--- config.mk ---
export PLATFORM = sky130hd
export DESIGN_NAME = uart_transmitter_flat
export DESIGN_NICKNAME = d
export VERILOG_FILES = /design/src/rtl/uart_pkg.sv /design/src/rtl/uart_transmitter_if.sv /design/src/rtl/uart_transmitter.sv /design/src/flat_wrapper.sv
export SDC_FILE = /design/constraint.sdc
export NUM_CORES = 1
export LEC_CHECK = 0
export ABC_CLOCK_PERIOD_IN_PS = 2700
export BUFFER_PORTS_ARGS = -buffer_cell sky130_fd_sc_hd__buf_2
export CAP_MARGIN = 20
export CORE_MARGIN = 5
export CORE_UTILIZATION = 45
export CTS_CLUSTER_SIZE = 8
export DETAILED_ROUTE_END_ITERATION = 6
export GPL_TIMING_DRIVEN = 0
export PLACE_DENSITY_LB_ADDON = 0.25
export SYNTH_ARGS = -nofsm -noshare
export SYNTH_HDL_FRONTEND = slang
export SYNTH_SLANG_ARGS = --single-unit
--- constraint.sdc ---
create_clock -name clk_i -period 2.7 [get_ports clk_i]
set_input_delay 0.54 -clock clk_i [delete_from_list [all_inputs] [get_ports clk_i]]
set_output_delay 0.54 -clock clk_i [all_outputs]
set_load 0.03 [all_outputs]
--- src/rtl/uart_pkg.sv ---
// Shared UART definitions: FSM states, data-width and stop-bit encodings, oversampling factor.
// Reused by the transmitter now and the receiver later; holds no logic of its own.
package uart_pkg;

  localparam int OVERSAMPLE = 16;

  typedef enum logic [2:0] {
    IDLE,
    START,
    DATA,
    PARITY,
    STOP
  } tx_state_t;

  typedef enum logic [1:0] {
    DW_5 = 2'b00,
    DW_6 = 2'b01,
    DW_7 = 2'b10,
    DW_8 = 2'b11
  } data_width_t;

  typedef enum logic {
    STOP_1 = 1'b0,
    STOP_2 = 1'b1
  } stop_bits_t;

  function automatic logic [7:0] data_mask(input data_width_t w);
    logic [7:0] m;
    case (w)
      DW_5:    m = 8'h1F;
      DW_6:    m = 8'h3F;
      DW_7:    m = 8'h7F;
      DW_8:    m = 8'hFF;
      default: m = 8'hFF;
    endcase
    return m;
  endfunction

  // Index of the final data bit: 4 for 5-bit words up to 7 for 8-bit words.
  function automatic logic [2:0] last_bit_idx(input data_width_t w);
    return 3'd4 + {1'b0, w};
  endfunction

endpackage

--- src/rtl/uart_transmitter_if.sv ---
// Host/baud-side signal bundle of the UART transmitter; master = host + baud generator, slave = transmitter.
// Handshake is valid/ready; names carry the transmitter-relative _i/_o direction.
interface uart_transmitter_if;

  logic       ov_baud_rt_i;
  logic [7:0] data_i;
  logic [1:0] data_width_i;
  logic       parity_en_i;
  logic       parity_odd_i;
  logic       stop_bits_i;
  logic       tx_valid_i;
  logic       tx_ready_o;
  logic       tx_o;
  logic       busy_o;
  logic       tx_done_o;

  modport master (
    output ov_baud_rt_i, data_i, data_width_i, parity_en_i, parity_odd_i,
           stop_bits_i, tx_valid_i,
    input  tx_ready_o, tx_o, busy_o, tx_done_o
  );

  modport slave (
    input  ov_baud_rt_i, data_i, data_width_i, parity_en_i, parity_odd_i,
           stop_bits_i, tx_valid_i,
    output tx_ready_o, tx_o, busy_o, tx_done_o
  );

endinterface

--- src/rtl/uart_transmitter.sv ---
// UART frame sequencer: start, 5-8 data bits LSB first, optional parity, 1-2 stop bits, 16 ov ticks per bit.
// Pin goes low the cycle after handshake; ready only in IDLE, so the host is stalled for the whole frame.
module uart_transmitter
  import uart_pkg::*;
(
  input  logic              clk_i,
  input  logic              rst_n_i,
  uart_transmitter_if.slave bus
);

  localparam logic [3:0] TICK_LAST = 4'(OVERSAMPLE - 1);

  tx_state_t   state_q,    state_d;
  logic [3:0]  tick_cnt_q, tick_cnt_d;
  logic [2:0]  bit_idx_q,  bit_idx_d;
  logic        stop_cnt_q, stop_cnt_d;
  logic [7:0]  shift_q,    shift_d;
  logic        parity_q,   parity_d;
  data_width_t width_q,    width_d;
  logic        par_en_q,   par_en_d;
  stop_bits_t  stop_q,     stop_d;
  logic        tx_q,       tx_d;
  logic        done_q,     done_d;

  logic        handshake;
  logic        bit_end;
  data_width_t in_width;
  logic [7:0]  in_masked;

  assign in_width  = data_width_t'(bus.data_width_i);
  assign in_masked = bus.data_i & data_mask(in_width);
  assign handshake = bus.tx_valid_i & (state_q == IDLE);
  assign bit_end   = bus.ov_baud_rt_i & (state_q != IDLE) & (tick_cnt_q == TICK_LAST);

  always_comb begin
    state_d    = state_q;
    tick_cnt_d = tick_cnt_q;
    bit_idx_d  = bit_idx_q;
    stop_cnt_d = stop_cnt_q;
    shift_d    = shift_q;
    parity_d   = parity_q;
    width_d    = width_q;
    par_en_d   = par_en_q;
    stop_d     = stop_q;
    done_d     = 1'b0;
    tx_d       = 1'b1;

    // Ticks only advance the counter once a frame is underway, so a tick
    // coinciding with the handshake is not counted.
    if ((state_q != IDLE) && bus.ov_baud_rt_i) begin
      tick_cnt_d = tick_cnt_q + 4'd1;
    end

    case (state_q)
      IDLE: begin
        if (handshake) begin
          shift_d    = in_masked;
          parity_d   = (^in_masked) ^ bus.parity_odd_i;
          width_d    = in_width;
          par_en_d   = bus.parity_en_i;
          stop_d     = stop_bits_t'(bus.stop_bits_i);
          tick_cnt_d = 4'd0;
          bit_idx_d  = 3'd0;
          stop_cnt_d = 1'b0;
          state_d    = START;
        end
      end
      START: begin
        if (bit_end) begin
          bit_idx_d = 3'd0;
          state_d   = DATA;
        end
      end
      DATA: begin
        if (bit_end) begin
          shift_d = {1'b0, shift_q[7:1]};
          if (bit_idx_q == last_bit_idx(width_q)) begin
            state_d = par_en_q ? PARITY : STOP;
          end else begin
            bit_idx_d = bit_idx_q + 3'd1;
          end
        end
      end
      PARITY: begin
        if (bit_end) begin
          state_d = STOP;
        end
      end
      STOP: begin
        if (bit_end) begin
          if ((stop_q == STOP_2) && !stop_cnt_q) begin
            stop_cnt_d = 1'b1;
          end else begin
            stop_cnt_d = 1'b0;
            done_d     = 1'b1;
            state_d    = IDLE;
          end
        end
      end
      default: begin
        state_d = IDLE;
      end
    endcase

    // Pin level is decoded from the next state so the registered output
    // lines up with the state it belongs to.
    case (state_d)
      START:   tx_d = 1'b0;
      DATA:    tx_d = shift_d[0];
      PARITY:  tx_d = parity_d;
      default: tx_d = 1'b1;
    endcase
  end

  always_ff @(posedge clk_i or negedge rst_n_i) begin
    if (!rst_n_i) begin
      state_q    <= IDLE;
      tick_cnt_q <= 4'd0;
      bit_idx_q  <= 3'd0;
      stop_cnt_q <= 1'b0;
      shift_q    <= 8'd0;
      parity_q   <= 1'b0;
      width_q    <= DW_8;
      par_en_q   <= 1'b0;
      stop_q     <= STOP_1;
      tx_q       <= 1'b1;
      done_q     <= 1'b0;
    end else begin
      state_q    <= state_d;
      tick_cnt_q <= tick_cnt_d;
      bit_idx_q  <= bit_idx_d;
      stop_cnt_q <= stop_cnt_d;
      shift_q    <= shift_d;
      parity_q   <= parity_d;
      width_q    <= width_d;
      par_en_q   <= par_en_d;
      stop_q     <= stop_d;
      tx_q       <= tx_d;
      done_q     <= done_d;
    end
  end

  assign bus.tx_o       = tx_q;
  assign bus.tx_done_o  = done_q;
  assign bus.tx_ready_o = (state_q == IDLE);
  assign bus.busy_o     = (state_q != IDLE);

endmodule

--- src/flat_wrapper.sv ---
// flat-port wrapper written by rule: the top's interface ports become plain ports
module uart_transmitter_flat import uart_pkg::*;
  (clk_i, rst_n_i, bus_ov_baud_rt_i, bus_data_i, bus_data_width_i, bus_parity_en_i, bus_parity_odd_i, bus_stop_bits_i, bus_tx_valid_i, bus_tx_ready_o, bus_tx_o, bus_busy_o, bus_tx_done_o);
  uart_transmitter_if bus_i ();
  input  logic clk_i;
  input  logic rst_n_i;
  input wire logic [$bits(bus_i.ov_baud_rt_i)-1:0] bus_ov_baud_rt_i;
  input wire logic [$bits(bus_i.data_i)-1:0] bus_data_i;
  input wire logic [$bits(bus_i.data_width_i)-1:0] bus_data_width_i;
  input wire logic [$bits(bus_i.parity_en_i)-1:0] bus_parity_en_i;
  input wire logic [$bits(bus_i.parity_odd_i)-1:0] bus_parity_odd_i;
  input wire logic [$bits(bus_i.stop_bits_i)-1:0] bus_stop_bits_i;
  input wire logic [$bits(bus_i.tx_valid_i)-1:0] bus_tx_valid_i;
  output wire logic [$bits(bus_i.tx_ready_o)-1:0] bus_tx_ready_o;
  output wire logic [$bits(bus_i.tx_o)-1:0] bus_tx_o;
  output wire logic [$bits(bus_i.busy_o)-1:0] bus_busy_o;
  output wire logic [$bits(bus_i.tx_done_o)-1:0] bus_tx_done_o;
  assign bus_i.ov_baud_rt_i = bus_ov_baud_rt_i;
  assign bus_i.data_i = bus_data_i;
  assign bus_i.data_width_i = bus_data_width_i;
  assign bus_i.parity_en_i = bus_parity_en_i;
  assign bus_i.parity_odd_i = bus_parity_odd_i;
  assign bus_i.stop_bits_i = bus_stop_bits_i;
  assign bus_i.tx_valid_i = bus_tx_valid_i;
  assign bus_tx_ready_o = bus_i.tx_ready_o;
  assign bus_tx_o = bus_i.tx_o;
  assign bus_busy_o = bus_i.busy_o;
  assign bus_tx_done_o = bus_i.tx_done_o;
  uart_transmitter u_core (.clk_i(clk_i), .rst_n_i(rst_n_i), .bus(bus_i));
endmodule
==> impl_metrics.csv, run 1 <==
group,metric,value,unit
route,detail_route.drc_violations,0,
sta,setup-tns-final,0,ns
sta,min_period_over_period,0.7130,
logic_synthesis,synth_warnings,0,
power,switching_power,0.5395,mW
critical_path,timing.critical_path.slowest_cell_delay,0.49,ns
power,finalPower,1.403,mW
critical_path,worst_ep_required_time,2.16,ns
power,power-per-cell-area,878.0,mW/mm²
sta,grt_setup_unrepaired,"false",
route,totalWireLength,2862,µm
logic_synthesis,yosysSeqAreaShare,0.4653,
logic_synthesis,synthesis.instances,142,
floorplanning,die_width,65.91,µm
cells_and_area,multi_input_area,704.4,µm²
route,via_per_inst,5.405,
logic_synthesis,dominantRegCellSynth,"sky130_fd_sc_hd__dfrtp_1",
floorplanning,core,0.003028,mm²
clock_network,clockRootBuffer,"sky130_fd_sc_hd__clkbuf_4",
logic_synthesis,syn_area_per_cell,9.904,µm²
power,combPwrFrac,0.387,
floorplanning,die_area,0.004343,mm²
clock_network,cts-resized-gates,0,
floorplanning,ioPinCount,21,
route,drtPass1Iterations,5,
clock_network,cts_setup_buffers,0,
cells_and_area,final_net_count,186,
global_route,gr-usage-all-layers,0.1531,
clock_network,hold_buffers,0,
sta,finalSetupViolCount,0,
global_route,number_of_global_route_vias_before_repair,1134,
cells_and_area,commonest_cells_after_routing_fill_and_taps_aside,"sky130_fd_sc_hd__buf_2 (25), sky130_fd_sc_hd__nand2_1 (24), sky130_fd_sc_hd__dfrtp_1 (23)",
floorplanning,initial_utilization,0.4645,
clock_network,ctsLongestPathBuffers,2,
power,worst_ir_drop_vdd,0.0004973,V
run_status,run_status,"finished, final reports clean",
critical_path,critical_path.n_buffers_inverters,1,
power,seqPwrFrac,0.476,
logic_synthesis,syn-cell-area,0.001406,mm²
clock_network,cts_tree,"yes",
logic_synthesis,yosys_register_bits,26,
cells_and_area,fillers,291,
critical_path,crit_path_top_delay_cell,"sky130_fd_sc_hd__dfrtp_1",
global_route,largest_net_degree_at_the_start_of_global_routing,27,
critical_path,worstSetupStartpointType,"flop",
cells_and_area,n_antenna_cell,0,
sta,max_freq,0.5194,GHz
job,max_cap_check_violation_count,0,
critical_path,cp.arrival,1.39,ns
floorplanning,std_cell_rows,20,
sta,final-max-slew-violation-count,0,
global_route,grt_pass1_wl,5237,µm
logic_synthesis,synth_fp_nets,161,
route,wire_per_inst,13.63,µm
critical_path,crit_path_cell_trace,"nor3_2, buf_2",
clock_network,clkLatencyLatePin,0.31,ns
critical_path,cp_max_fanout,6,
clock_network,tritoncts.num_buffers,3,
cells_and_area,layout-drive-gt1-share,0.2410,
power,p_int,0.8634,mW
sta,final-hold-violation-count,0,
clock_network,clock_sink_count,26,
power,clockPowerShare,0.137,
global_route,antenna_found_initial,0,
power,p_sw_frac,0.3845,
sta,fin_crit,1.925,ns
sta,max_slew_headroom,0.6074,
place,gp_congestion,0.8331,
logic_synthesis,postSynth.asyncResetShare,1.000,
critical_path,worst_setup_path_end_kind,"output pin",
cells_and_area,area_growth_syn_to_layout,13.61,%
place,numPortBuffers,20,
logic_synthesis,number_of_library_cell_types_mapped_by_synthesis,42,
power,static-leakage-power,0.7530,nW
clock_network,cts.htree.levels,1,
hold_path,worstHoldPathType,"in -> async",
sta,worstMarginPinSlew,0.5890,ns
sta,timing.clock.skew,0.0006261,ns
critical_path,cp_delay_by_family_top,"flip-flops",
route,drt_first_iter_violations,79,
cells_and_area,layout_commonest_cell,"sky130_fd_sc_hd__buf_2",
logic_synthesis,synth-edff-count,0,
global_route,grt_overflow_total,0,
route,detail-route-antenna-nets,0,
floorplanning,die_h,65.91,µm
route,routed-via-count,1135,
cells_and_area,final-seq-area,654.4,µm²
clock_network,clkSlewWorstSetupHoldPaths,0.13,ns
critical_path,setup.worst_path.class,"reg -> out",
place,post-dp-hpwl,2177,µm
==> cells by family (layout without fill, tap and decap cells) <==
kind of cell    after synthesis  after routing  synth area share
mux                           4              4           0.02847
xor+xnor                     13             13           0.08096
fa+ha+maj                     2              2           0.01779
flops                        26             26            0.4653
compound gates               24             24            0.1317
buf+inv                      11             35           0.03380
simple gates                 62             62            0.2420
==> layer usage <==
| layer | share of wire | global-route usage |
|---|---|---|
| met2 | 0.46 | 0.2378 |
| met3 | 0.062 | 0.03061 |
| met5 | 0 | 0 |
| met4 | 0.011 | 0.04404 |
| met1 | 0.47 | 0.2148 |
==> Yosys cell counts, drive strengths merged (2+ instances only) <==
library cell | n | area [µm²]
o211ai | 3 | 22.52
a222oi | 4 | 40.04
ha | 2 | 25.02
nor3 | 4 | 30.03
nand2 | 24 | 90.09
nand3b | 2 | 15.01
nand4 | 5 | 37.53
xnor2 | 9 | 78.83
nor2 | 12 | 45.04
xor2 | 4 | 35.03
nor4b | 2 | 32.53
dfstp | 3 | 78.83
a21oi | 3 | 15.01
inv | 6 | 22.52
nor2b | 4 | 25.02
o21ai | 4 | 20.02
buf | 5 | 25.02
mux2i | 4 | 40.04
nand2b | 2 | 12.51
dfrtp | 23 | 575.6
and2 | 2 | 15.02
==> flip-flops by register name, summed over array words and instances, names as in the netlist <==
register              cells
u_core.bus.tx_done_o      1
u_core.tick_cnt_q         4
u_core.bus.tx_o           1
u_core.par_en_q           1
u_core.state_q            3
u_core.shift_q            8
u_core.stop_q             1
u_core.bit_idx_q          3
u_core.stop_cnt_q         1
u_core.width_q            2
u_core.parity_q           1
==> power groups by stage <==
stage | logic, mW | clock network [mW] | registers (mW)
CTS | 0.547 | 0.202 | 0.666
finish | 0.543 | 0.192 | 0.668
floorplan | 0.420 | 0 | 0.662
detailed placement | 0.544 | 0 | 0.675
global placement | 0.527 | 0 | 0.668
global route | 0.624 | 0.223 | 0.688
==> area by class of cell <==
| class | instances | share of cell area |
|---|---|---|
| timing repair buffer | 20 | 0.06265 |
| multi-input combinational | 105 | 0.4409 |
| tap | 44 | 0.03446 |
| sequential | 26 | 0.4096 |
| buffer | 5 | 0.01566 |
| clock buffer | 4 | 0.02271 |
| inverter | 6 | 0.01410 |
==> per-stage QoR <==
stage | hold slack [ns] | area, µm² | instances | worst slack [ns] | utilization
5_1_grt | 0.2261 | 1598 | 210 | 0.6768 | 0.5277
3_3_place_gp | 0.4549 | 1562 | 206 | 0.9648 | 0.5157
4_1_cts | 0.2131 | 1598 | 210 | 0.7455 | 0.5277
3_5_place_dp | 0.4549 | 1562 | 206 | 0.9313 | 0.5157
6_report | 0.2017 | 1598 | 210 | 0.7748 | 0.5277
2_1_floorplan | 0.2444 | 1406 | 142 | 0.7581 | -
==> path summary, 6_finish.rpt <==
kind / from / end / slack [ns] / depth (start not counted)
min: rst_n_i / u_core.bit_idx_q[2] / 0.20 / 1
min reg2reg: u_core.width_q[0] / u_core.width_q[0] / 0.48 / 2
max reg2reg: u_core.tick_cnt_q[0] / u_core.shift_q[1] / 0.91 / 6
max in group asynchronous: rst_n_i / u_core.shift_q[3] / 2.11 / 1
max: u_core.state_q[2] / bus_tx_ready_o / 0.77 / 2
min in group clk_i: bus_parity_en_i / u_core.par_en_q / 0.40 / 3
Note: power is estimated with default switching activity, not from simulation.
==> run 2: changes to the inputs <==
ABC_CLOCK_PERIOD_IN_PS = 1800   (was 2700)
clock period = 1.8 ns   (was 2.7 ns; I/O delays follow)
==> run 2 against run 1 <==
Net effect: cell count up 1.4%; clock skew grew 0.0056 ns; sequential power is 53% higher; sequential share of layout area shrank 1.1 points; register-to-register slack got worse by 0.87 ns; clock-buffer cell count stayed put; global-route usage increased by 0.19 points; critical path type is now reg -> reg; critical endpoint is now u_core.bus.tx_o; largest power group unchanged; highest routed layer unchanged.
==> impl_metrics.csv, run 2 (same netlist as run 1, synthesis figures left out) <==
group,metric,value,unit
route,detail_route.drc_violations,0,
place,gp_congestion,0.8286,
floorplanning,die_area,0.004343,mm²
critical_path,cp_max_fanout,4,
clock_network,ctsLongestPathBuffers,2,
floorplanning,die_h,65.91,µm
power,switching_power,0.8633,mW
cells_and_area,commonest_cells_after_routing_fill_and_taps_aside,"sky130_fd_sc_hd__buf_2 (25), sky130_fd_sc_hd__nand2_1 (24), sky130_fd_sc_hd__dfrtp_1 (22)",
sta,final-max-slew-violation-count,0,
critical_path,worstSetupStartpointType,"flop",
sta,min_period_over_period,0.9780,
floorplanning,core,0.003028,mm²
route,totalWireLength,3018,µm
global_route,largest_net_degree_at_the_start_of_global_routing,27,
cells_and_area,area_growth_syn_to_layout,17.08,%
clock_network,clock_sink_count,26,
route,routed-via-count,1143,
cells_and_area,final_net_count,189,
sta,max_freq,0.5681,GHz
sta,final.setup.worst_slack,0.03962,ns
job,max_cap_check_violation_count,0,
global_route,number_of_global_route_vias_before_repair,1128,
route,drt_first_iter_violations,67,
power,finalPower,2.147,mW
run_status,run_status,"finished, final reports clean",
global_route,gr-usage-all-layers,0.1550,
clock_network,clkSlewWorstSetupHoldPaths,0.14,ns
sta,grt_setup_unrepaired,"true",
power,p_int,1.284,mW
route,route.met2.wl,1420,µm
floorplanning,std_cell_rows,20,
clock_network,cts.htree.levels,1,
global_route,antenna_found_initial,0,
power,worst_ir_drop_vdd,0.0006308,V
clock_network,tritoncts.num_buffers,3,
cells_and_area,largest_registers,"u_core.shift_q x8, u_core.tick_cnt_q x4",
critical_path,worst_setup_path_end_kind,"flop",
sta,max_slew_headroom,0.6188,
cells_and_area,max_flop_register,"u_core.shift_q",
power,power-per-cell-area,1304,mW/mm²
global_route,grt_pass1_wl,5230,µm
clock_network,cts_tree,"yes",
route,drtPass1Iterations,7,
sta,final.hold.worst_slack,0.004894,ns
route,dr_wl_met3,140,µm
sta,worstMarginPinSlew,0.5719,ns
critical_path,setup.worst_path.class,"reg -> reg",
power,combPwrFrac,0.406,
sta,fin_crit,1.760,ns
sta,final-hold-violation-count,0,
floorplanning,die_width,65.91,µm
global_route,grt_overflow_total,0,
clock_network,clockRootBuffer,"sky130_fd_sc_hd__clkbuf_4",
power,seqPwrFrac,0.474,
floorplanning,ioPinCount,21,
critical_path,cp.arrival,2.01,ns
sta,finalSetupViolCount,0,
place,numPortBuffers,20,
cells_and_area,largest_reg_flops,8,
power,static-leakage-power,0.7702,nW
hold_path,worstHoldPathType,"in -> async",
power,clockPowerShare,0.120,
cells_and_area,layout_commonest_cell,"sky130_fd_sc_hd__buf_2",
place,post-dp-hpwl,2195,µm
place,post_dp_cell_area,0.001568,mm²
route,detail-route-antenna-nets,0,
route,via_per_inst,5.366,
power,p_sw_frac,0.4020,
clock_network,clkLatencyLatePin,0.32,ns
cells_and_area,n_antenna_cell,0,
place,post-place-ws,0.05052,ns
route,routed.top_layer,"met4",
cells_and_area,fillers,286,
critical_path,worst_ep_required_time,2.05,ns
route,met1_wire_length,1427,µm
cells_and_area,finalCoreUtilization,0.5438,
cells_and_area,layout-drive-gt1-share,0.2781,
route,wire_per_inst,14.17,µm
cells_and_area,design_area,0.001647,mm²
floorplanning,initial_utilization,0.4645,
sta,timing.clock.skew,0.006239,ns
-- run 2: final timing paths --
path	endpoint	slack, ns	cells after the start	from
setup / recovery	u_core.bus.tx_o	0.04	6	u_core.tick_cnt_q[0]
hold / removal	u_core.bit_idx_q[2]	0.005	1	rst_n_i
setup reg to reg	u_core.bus.tx_o	0.04	6	u_core.tick_cnt_q[0]
hold reg to reg	u_core.width_q[1]	0.49	2	u_core.width_q[1]
max in group asynchronous	u_core.state_q[2]	1.39	1	rst_n_i
min in group clk_i	u_core.par_en_q	0.21	3	bus_parity_en_i
-- run 2: final cells by class --
class,instances,area [µm²],share of cell area
plain buffers,5,25.02,0.01520
clock buffers,4,26.28,0.01596
inverters,6,22.52,0.01368
multi-input cells,105,739.5,0.4491
flip-flops and latches,26,655.6,0.3982
well taps,44,55.05,0.03343
repair buffers,23,122.6,0.07447
-- run 2: layer usage --
layer | vias up | global-route usage
met5 | - | 0
met4 | 0 | 0.04663
met2 | 27 | 0.2403
met1 | 546 | 0.2194
li1 | 566 | -
met3 | 4 | 0.02721
-- run 2: critical path, cell delays in order (launching register included) --
cell	delay [ns]
sky130_fd_sc_hd__dfrtp_1	0.41
sky130_fd_sc_hd__ha_1	0.23
sky130_fd_sc_hd__and4_4	0.27
sky130_fd_sc_hd__and2_4	0.17
sky130_fd_sc_hd__a311oi_1	0.11
sky130_fd_sc_hd__a211oi_2	0.28
sky130_fd_sc_hd__mux2i_1	0.23
-- run 2: power by group through the flow --
stage | clock network [mW] | logic [mW] | registers (mW)
floorplan | 0 | 0.632 | 1.00
detailed placement | 0 | 0.822 | 1.03
finish | 0.258 | 0.872 | 1.02
CTS | 0.272 | 0.831 | 1.01
global route | 0.294 | 0.988 | 1.05
global placement | 0 | 0.790 | 1.01
-- run 2: timing repair --
action / CTS / global route
endpoints found under the setup margin: 5 / 11
pin swaps: 0 / 1
gates resized for setup: 1 / 5
setup buffers: 0 / 3
hold buffers: 0 / 0
-- run 2: metrics by stage --
stage / TNS [ns] / cells
2_1_floorplan: 0 / 142
3_3_place_gp: 0 / 206
3_5_place_dp: 0 / 206
4_1_cts: 0 / 210
5_1_grt: -0.06275 / 213
6_report: 0 / 213
==> run 3: changes to the inputs <==
CORE_MARGIN = 2   (was 5)
HOLD_SLACK_MARGIN = 0.15   (was unset)
==> run 3 against run 2 <==
Net effect: die area is 17% lower; sequential share of layout area increased by 0.40 points; core utilization is 0.089 points lower; critical endpoint unchanged; clock skew increased by 0.0045 ns; critical path depth did not move; fmax fell by 1.2%; clock power about the same; cell area is 0.99% lower; routed wire length down 5.7%; combinational power fell by 3.6%; worst setup slack worse by 0.021 ns; via count is essentially flat.
==> impl_metrics.csv, run 3 (same netlist as run 1, synthesis figures left out) <==
group,metric,value,unit
critical_path,crit-reg2reg-launch,"u_core.tick_cnt_q[0]",
sta,timing.clock.skew,0.01075,ns
cells_and_area,largest_registers,"u_core.shift_q x8, u_core.tick_cnt_q x4",
cells_and_area,max_flop_register,"u_core.shift_q",
route,detail-route-antenna-nets,0,
sta,grt_setup_unrepaired,"true",
global_route,met1_track_demand_over_resource,0.2579,
critical_path,worst_ep_required_time,2.05,ns
floorplanning,std_cell_rows,20,
cells_and_area,final-seq-area,655.6,µm²
hold_path,worstHoldPathType,"in -> reg",
place,gp_congestion,0.7725,
route,via_per_inst,5.635,
power,worst_ir_drop_vdd,0.0005458,V
critical_path,flop_to_flop_setup_slack,0.02,ns
power,static-leakage-power,0.7665,nW
floorplanning,die_area,0.003589,mm²
global_route,gr-usage-all-layers,0.1775,
floorplanning,core,0.003003,mm²
sta,final.setup.worst_slack,0.01859,ns
floorplanning,die_width,59.91,µm
critical_path,worst_r2r_path_depth,6,
global_route,grt_use_met3,0.01948,
place,post-place-ws,0.03793,ns
global_route,m2_gr_usage,0.2764,
sta,worstMarginPinSlew,0.5625,ns
global_route,globalRoute.busiestLayer,"met2",
sta,fin_crit,1.781,ns
floorplanning,die_h,59.91,µm
clock_network,cts.htree.levels,1,
cells_and_area,layout_commonest_cell,"sky130_fd_sc_hd__buf_2",
run_status,run_status,"finished, final reports clean",
clock_network,clkSlewWorstSetupHoldPaths,0.14,ns
cells_and_area,final_net_count,190,
global_route,number_of_global_route_vias_before_repair,1077,
clock_network,clockRootBuffer,"sky130_fd_sc_hd__clkbuf_4",
sta,final-max-slew-violation-count,0,
critical_path,crit_path_cell_trace,"ha_1, and4_4, and2_4, a311oi_1, a211oi_2, mux2i_1",
critical_path,cp-startpoint,"u_core.tick_cnt_q[0]",
floorplanning,initial_utilization,0.4683,
critical_path,worst_setup_path_end_kind,"flop",
clock_network,ctsLongestPathBuffers,2,
route,drtPass1Iterations,4,
cells_and_area,multi_input_area,726.9,µm²
sta,max_freq,0.5614,GHz
sta,final-hold-violation-count,0,
critical_path,timing.critical_path.slowest_cell_delay,0.41,ns
global_route,grt_pass1_wl,4836,µm
clock_network,cts_tree,"yes",
place,numPortBuffers,20,
route,drt_first_iter_violations,36,
critical_path,crit_path_top_delay_cell,"sky130_fd_sc_hd__dfrtp_1",
critical_path,worstSetupStartpointType,"flop",
global_route,largest_net_degree_at_the_start_of_global_routing,27,
sta,finalSetupViolCount,0,
critical_path,setup.worst_path.end,"u_core.bus.tx_o",
clock_network,clock_sink_count,26,
cells_and_area,layout-drive-gt1-share,0.2706,
sta,min_period_over_period,0.9897,
cells_and_area,finalCoreUtilization,0.5429,
floorplanning,ioPinCount,21,
global_route,antenna_found_initial,0,
global_route,grt_overflow_total,0,
critical_path,cp_max_fanout,4,
place,post-dp-hpwl,2145,µm
critical_path,ff_to_ff_end,"u_core.bus.tx_o",
cells_and_area,commonest_cells_after_routing_fill_and_taps_aside,"sky130_fd_sc_hd__buf_2 (25), sky130_fd_sc_hd__nand2_1 (24), sky130_fd_sc_hd__dfrtp_1 (22)",
cells_and_area,largest_reg_flops,8,
cells_and_area,fillers,295,
job,max_cap_check_violation_count,0,
sta,final.hold.worst_slack,0.2206,ns
route,routed-via-count,1144,
critical_path,setup.worst_path.class,"reg -> reg",
clock_network,clkLatencyLatePin,0.32,ns
route,totalWireLength,2846,µm
cells_and_area,n_antenna_cell,0,
cells_and_area,area_growth_syn_to_layout,15.92,%
power,power-per-cell-area,1299,mW/mm²
clock_network,tritoncts.num_buffers,3,
route,wire_per_inst,14.02,µm
route,detail_route.drc_violations,0,
sta,max_slew_headroom,0.6250,
critical_path,cp.arrival,2.03,ns
[run 3: cell count changes in the layout (fill, tap and decap cells not counted), sizes merged]
| cell | delta |
|---|---|
| dlygate4sd3 | +1 |
[run 3: how the worst min path moves through the flow]
stage,start,to,slack [ns],cells past startpoint
final,bus_parity_en_i,u_core.par_en_q,0.22,3
after global routing,bus_stop_bits_i,u_core.stop_q,0.24,3
after CTS,bus_parity_en_i,u_core.par_en_q,0.22,3
after detailed placement,rst_n_i,u_core.bit_idx_q[2],0.39,1
after global placement,rst_n_i,u_core.bus.tx_done_o,0.40,1
after floorplan,rst_n_i,u_core.bit_idx_q[0],0.06,0
[run 3: metal layers]
| metal | vias up | wire (µm) | part of all wire |
|---|---|---|---|
| li1 | 564 | - | - |
| met1 | 557 | 1411 | 0.50 |
| met2 | 19 | 1316 | 0.46 |
| met3 | 4 | 89 | 0.031 |
| met4 | 0 | 28 | 0.0098 |
| met5 | - | 0 | 0 |
[run 3: stage by stage]
step / total power [mW] / TNS (ns) / instances / cell area (µm²)
floorplan: 1.633 / 0 / 142 / 1413
global placement: 1.803 / 0 / 195 / 1554
detailed placement: 1.846 / 0 / 195 / 1554
CTS: 2.101 / 0 / 200 / 1590
global route: 2.289 / -0.1753 / 203 / 1630
finish: 2.118 / 0 / 203 / 1630
[run 3: worst max-delay path: cells and delay by family, from the launching register on]
family / cells / cell delay, ns
adders and majority gates: 1 / 0.23
AOI/OAI and AO/OA: 2 / 0.40
and+or+nand+nor: 2 / 0.44
DFF: 1 / 0.41
muxes: 1 / 0.23
[run 3: repair_timing]
| item | in CTS | in global routing |
|---|---|---|
| endpoints found under the setup margin | 0 | 15 |
| hold buffers | 1 | 0 |
| hold endpoints to repair | 23 | 0 |
| buffers inserted | 0 | 3 |
| resized for setup | 0 | 4 |
[run 3: report_power, final]
part	switching (mW)	internal, mW
registers	0.197	0.825
clock network	0.168	0.0867
logic	0.475	0.365
[run 3: cell type report]
type,count,share of cell area
inverters,6,0.01381
multi-input cells,105,0.4459
flip-flops and latches,26,0.4021
clock buffers,4,0.01612
repair buffers,24,0.08135
plain buffers,5,0.01535
well taps,33,0.02533
